<file path="config.mk">
export PLATFORM = sky130hd
export DESIGN_NAME = adc_uart_streamer
export DESIGN_NICKNAME = d
export VERILOG_FILES = /design/src/rtl/adc_uart_streamer.sv
export SDC_FILE = /design/constraint.sdc
export NUM_CORES = 1
export LEC_CHECK = 0
export ABC_AREA = 1
export CAP_MARGIN = 0
export CORE_MARGIN = 4
export CORE_UTILIZATION = 30
export CTS_CLUSTER_SIZE = 30
export DETAILED_ROUTE_END_ITERATION = 8
export PLACE_DENSITY = 0.45
export SETUP_SLACK_MARGIN = 0.2
export SYNTH_ARGS = -nofsm -noshare
export SYNTH_HDL_FRONTEND = slang
export SYNTH_SLANG_ARGS = --single-unit
</file>
<file path="constraint.sdc">
create_clock -name CLOCK_50 -period 1.8 [get_ports CLOCK_50]
set_input_delay 0.54 -clock CLOCK_50 [delete_from_list [all_inputs] [get_ports CLOCK_50]]
set_output_delay 0.54 -clock CLOCK_50 [all_outputs]
set_load 0.05 [all_outputs]
</file>
<file path="src/rtl/adc_uart_streamer.sv">
// Buffers tagged ADC samples in a small FIFO and streams each one to UART_TX
// as an upper-case ASCII hex line ("c:HHH\n\r") over the start/done level handshake.
module adc_uart_streamer #(
  parameter int DATA_W     = 8,
  parameter int NUM_CH     = 1,
  parameter int FIFO_DEPTH = 4,
  localparam int CH_W      = (NUM_CH > 1) ? $clog2(NUM_CH) : 1
) (
  input  logic              CLOCK_50,
  input  logic              reset_n,
  input  logic              sample_valid,
  input  logic [CH_W-1:0]   sample_ch,
  input  logic [DATA_W-1:0] sample_data,
  input  logic              ovr_clr,
  input  logic              uart_done,
  output logic              uart_start,
  output logic [7:0]        uart_data,
  output logic              fifo_full,
  output logic              overrun,
  output logic              busy
);

  localparam int NHEX      = (DATA_W + 3) / 4;
  localparam int HDR       = (NUM_CH > 1) ? 2 : 0;
  localparam int FRAME_LEN = NHEX + 2 + HDR;
  localparam int IDX_W     = $clog2(FRAME_LEN);
  localparam int PTR_W     = $clog2(FIFO_DEPTH);
  localparam int CNT_W     = PTR_W + 1;
  localparam int ENT_W     = CH_W + DATA_W;

  localparam logic [IDX_W-1:0] IDX_LAST  = IDX_W'(FRAME_LEN - 1);
  localparam logic [IDX_W-1:0] IDX_LF    = IDX_W'(FRAME_LEN - 2);
  localparam logic [IDX_W-1:0] IDX_DLAST = IDX_W'(HDR + NHEX - 1);
  localparam logic [CNT_W-1:0] CNT_FULL  = CNT_W'(FIFO_DEPTH);

  typedef enum logic [1:0] {IDLE, LOAD, REQ, WAIT} state_t;

  logic               done_meta_reg, done_s_reg;
  logic [ENT_W-1:0]   fifo_mem [FIFO_DEPTH];
  logic [PTR_W-1:0]   wr_ptr_reg, rd_ptr_reg;
  logic [CNT_W-1:0]   count_reg;
  logic               overrun_reg;
  logic               push, pop;
  state_t             state_reg;
  logic [IDX_W-1:0]   idx_reg;
  logic [CH_W-1:0]    frame_ch_reg;
  logic [DATA_W-1:0]  frame_data_reg;
  logic               uart_start_reg;
  logic [7:0]         uart_data_reg;
  logic [NHEX*4-1:0]  data_pad;
  logic [NHEX*8-1:0]  hex_line;
  logic [IDX_W-1:0]   nib_sel;
  logic [7:0]         cur_char;

  // uart_done comes from the slower UART clock domain.
  always_ff @(posedge CLOCK_50) begin
    if (!reset_n) begin
      done_meta_reg <= 1'b1;
      done_s_reg    <= 1'b1;
    end else begin
      done_meta_reg <= uart_done;
      done_s_reg    <= done_meta_reg;
    end
  end

  // A full FIFO still takes a sample when the head leaves in the same cycle.
  assign pop  = (state_reg == IDLE) && (count_reg != '0);
  assign push = sample_valid && ((count_reg != CNT_FULL) || pop);

  always_ff @(posedge CLOCK_50) begin
    if (push) fifo_mem[wr_ptr_reg] <= {sample_ch, sample_data};
  end

  always_ff @(posedge CLOCK_50) begin
    if (!reset_n) begin
      wr_ptr_reg  <= '0;
      rd_ptr_reg  <= '0;
      count_reg   <= '0;
      overrun_reg <= 1'b0;
    end else begin
      if (push) wr_ptr_reg <= wr_ptr_reg + 1'b1;
      if (pop)  rd_ptr_reg <= rd_ptr_reg + 1'b1;
      count_reg <= count_reg + CNT_W'(push) - CNT_W'(pop);
      if (sample_valid && !push) overrun_reg <= 1'b1;
      else if (ovr_clr)          overrun_reg <= 1'b0;
    end
  end

  always_comb begin
    data_pad               = '0;
    data_pad[DATA_W-1:0]   = frame_data_reg;
  end

  // Nibble gi (0 = least significant) as an upper-case ASCII hex digit.
  for (genvar gi = 0; gi < NHEX; gi++) begin : g_hex
    assign hex_line[gi*8 +: 8] = (data_pad[gi*4 +: 4] < 4'd10)
                               ? {4'h3, data_pad[gi*4 +: 4]}
                               : (8'h37 + {4'h0, data_pad[gi*4 +: 4]});
  end

  always_comb begin
    nib_sel  = IDX_DLAST - idx_reg;
    cur_char = 8'(hex_line >> {nib_sel, 3'b000});
    if (idx_reg == IDX_LAST)                      cur_char = 8'h0D;
    else if (idx_reg == IDX_LF)                   cur_char = 8'h0A;
    else if (HDR != 0 && idx_reg == '0)           cur_char = 8'h30 + 8'(frame_ch_reg);
    else if (HDR != 0 && idx_reg == IDX_W'(1))    cur_char = 8'h3A;
  end

  always_ff @(posedge CLOCK_50) begin
    if (!reset_n) begin
      state_reg      <= IDLE;
      idx_reg        <= '0;
      frame_ch_reg   <= '0;
      frame_data_reg <= '0;
      uart_start_reg <= 1'b0;
      uart_data_reg  <= 8'h00;
    end else begin
      case (state_reg)
        IDLE: begin
          uart_start_reg <= 1'b0;
          if (pop) begin
            {frame_ch_reg, frame_data_reg} <= fifo_mem[rd_ptr_reg];
            state_reg <= LOAD;
          end
        end
        LOAD: begin
          uart_data_reg <= cur_char;
          if (done_s_reg) state_reg <= REQ;
        end
        REQ: begin
          // Hold the request until the UART acknowledges by dropping done.
          if (done_s_reg) begin
            uart_start_reg <= 1'b1;
          end else begin
            uart_start_reg <= 1'b0;
            state_reg      <= WAIT;
          end
        end
        WAIT: begin
          if (done_s_reg) begin
            if (idx_reg == IDX_LAST) begin
              idx_reg   <= '0;
              state_reg <= IDLE;
            end else begin
              idx_reg   <= idx_reg + 1'b1;
              state_reg <= LOAD;
            end
          end
        end
        default: state_reg <= IDLE;
      endcase
    end
  end

  assign uart_start = uart_start_reg;
  assign uart_data  = uart_data_reg;
  assign fifo_full  = (count_reg == CNT_FULL);
  assign overrun    = overrun_reg;
  assign busy       = (state_reg != IDLE) || (count_reg != '0);

endmodule

</file>
==> results by group <==
Run status
  – Outcome: completed

Clock tree
  – Reg clk slew, reported paths: approximately 0.07 ns
  – CTS Buffer Depth: 2
  – Root buf cell: clkbuf_8
  – Total CTS buffers: 9
  – CTS Hold Buffers Added: 0
  – TritonCTS Sinks: slightly above 60
  – CTS tree: built
  – H-Tree Depth: 3
  – Worst skew pair latency: 0.35 ns

STA
  – Final clock skew: about 0.0066 ns
  – Crit share post-route: around 100%
  – Final Hold Viols: 0
  – Final setup fails: 0
  – Fmax: about 560 MHz
  – Post-route minimum period: roughly 1.8 ns
  – RSZ-0062 raised after global routing: yes
  – Count of pins over their slew limit: 0

Cells and area
  – Final #Nets: 374
  – Largest register FFs: 32
  – Syn-to-layout area delta: 29.23%
  – Share of layout cells above drive strength 1: 21.65%
  – Antenna cells: 0
  – Fillers: between 900 and 1k
  – Post-layout util: about two fifths
  – Multi-input gate area: around 0.0011 mm²
  – Finished Cell Area: ~0.0036 mm²
  – Register Area: 0.001568 mm²

Detailed routing
  – DR pass1 iterations: 4
  – Drt via density: around 4.5
  – Routed length on met2: between 2 and 3 mm
  – Via count: 2,069
  – DR DRC count: 0
  – Detail Route Antenna Nets: 0
  – M1 WL: 2.675 mm
  – Final WL: 5.740 mm
  – Mean routed wirelength per cell: approximately 13 µm
  – Uppermost layer routed: met4
  – Initial DRC Count: 52
  – Met3 wire len: 287 µm

Yosys
  – Syn nets: 325
  – Mapped Cells: ~300
  – Seq/Total Area, Yosys: a little under three fifths
  – Cell area after synthesis: between 0.002 and 0.003 mm²
  – Cell variety after synth: 33
  – Post-synth EDFFs: 32
  – Seq cells post-synth: between 60 and 70
  – Main flop type after synthesis: edfxtp_1
  – Post-synth ARST share: 0%
  – Ys Warns: 0
  – Post-Syn Area per Cell: ~9.4 µm²

Setup path
  – Cell mode on critical path: inv_2
  – Worst setup path category: reg -> reg
  – CP required: between 2 and 2.5 ns
  – CP Max Fanout: 2
  – CP Buf/Inv Count: 4
  – Crit start category: flop
  – CP arrival: slightly above 2 ns
  – CP top delay family: adder cells
  – Setup crit end kind: flop
  – CP Cell Sequence: inv_2, ha_4, inv_2, a21oi_4, inv_2, or2_1, nand2_2, ha_4, fa_2, nand2_1, inv_1
  – Slowest-stage cell, CP: fa_2
  – Crit path largest cell delay: around 0.42 ns

Floorplan
  – Die Span X: ~100 µm
  – Core Region: 0.008848 mm²
  – Row cnt: 34
  – Die Y: roughly 100 µm
  – Die area: between 0.01 and 0.015 mm²
  – Initial Utilization: between 30% and 40%
  – I/O pin total: 26

Power
  – PD cells: ~1500 mW/mm²
  – Lkg Pwr: 0.001447 µW
  – IR drop worst, VDD: between 0.4 and 0.5 mV
  – Tot Pwr: roughly 5400 µW

GRT
  – Vias in the first global route: just under 2k
  – Antenna violations before repair: 0
  – Tot GR Track Use: 11.08%
  – Largest net degree at the start of global routing: 20
  – First-pass GRT wire length: approximately 9.5 mm
  – Grt total ovfl: 0

Placed design
  – Placer Congestion: around 0.72
  – Placed cell area: about 0.0033 mm²
  – IO buf count: 23
  – Post-DP HPWL: approximately 4 mm

Run
  – Max Cap Viol: 0

Hold path
  – Type of the most critical hold path: reg -> reg
[final timing paths]
check	start	endpoint	slack, ns	cells after the start
setup / recovery	state_reg[0]	count_reg[1]	0.004	11
hold / removal	done_meta_reg	done_s_reg	0.42	1
setup reg to reg	state_reg[0]	count_reg[1]	0.004	11
hold reg to reg	done_meta_reg	done_s_reg	0.42	1
[logic make-up after synthesis]
kind of cell    Yosys count  synth area share [%]
flops                    62                 56.22
other cells               1                0.1350
simple gates            107                 16.40
compound gates           67                 12.93
buf+inv                  43                 6.801
fa+ha+maj                14                 6.577
xor+xnor                  3                0.9461
[routing by layer]
layer | track usage (%) | vias to the layer above
met5 | 0 | -
met1 | 13.35 | 936
li1 | - | 1093
met3 | 4.780 | 9
met2 | 17.64 | 31
met4 | 3.989 | 0
[layout make-up]
type / instances / area share (%)
clock buffers: 10 / 3.555
clock inverters: 6 / 2.649
inverters: 33 / 3.520
multi-input cells: 192 / 30.36
flip-flops and latches: 62 / 43.67
well taps: 108 / 3.764
repair buffers: 48 / 12.48
[through the flow]
step                      hold WS (ns)  setup TNS (ns)  instances  setup slack [ns]
after floorplan                 0.3925         -0.4050        297           -0.2177
after global placement          0.4042          -2.484        440           -0.2941
after detailed placement        0.4101          -2.457        440           -0.3041
after CTS                       0.4326        -0.01417        459         -0.008578
after global routing            0.4637         -0.2367        459          -0.07583
final                           0.4244               0        459          0.003558
[worst register-to-register path, stage by stage (launching register included)]
cell and delay [ns]:
dfxtp_2 0.32, inv_2 0.07, ha_4 0.14, inv_2 0.04, a21oi_4 0.12, inv_2 0.04
or2_1 0.23, nand2_2 0.10, ha_4 0.13, fa_2 0.42, nand2_1 0.07, inv_1 0.03
[power breakdown]
group	internal (µW)	switching (µW)
Clock	792	585
Sequential	1740	178
Combinational	890	1230
Total	3420	1990
[placed cells by master, fill, tap and decap left out, types with 12 or more instances in the layout]
cell / synthesis / layout
clkdlybuf4s50_1: 0 / 12
edfxtp_1: 32 / 32
inv_1: 29 / 24
nand2_1: 37 / 36
a21oi_1: 20 / 20
nor2_1: 46 / 46
buf_4: 3 / 30
o21ai_0: 34 / 33
dfxtp_1: 30 / 25
[synthesized netlist by cell type, types with 2 or more instances]
cell type | n | area (µm²)
a21oi_1 | 20 | 100.1
inv_2 | 3 | 11.26
dfxtp_1 | 30 | 600.6
edfxtp_1 | 32 | 960.9
o21ai_1 | 3 | 15.01
ha_1 | 13 | 162.7
buf_4 | 3 | 22.52
inv_1 | 29 | 108.9
buf_2 | 4 | 20.02
nand3_1 | 13 | 65.06
or2_1 | 2 | 12.51
nor2_1 | 46 | 172.7
xor2_1 | 3 | 26.28
nand2_1 | 37 | 138.9
a31oi_1 | 8 | 50.05
o21ai_0 | 34 | 170.2
[timing repair]
item,in CTS,in global routing
setup buffers,3,0
gates resized for setup,8,6
setup endpoints to repair,4,7
pin swaps,3,3
Power figures use the tool's default switching activity.
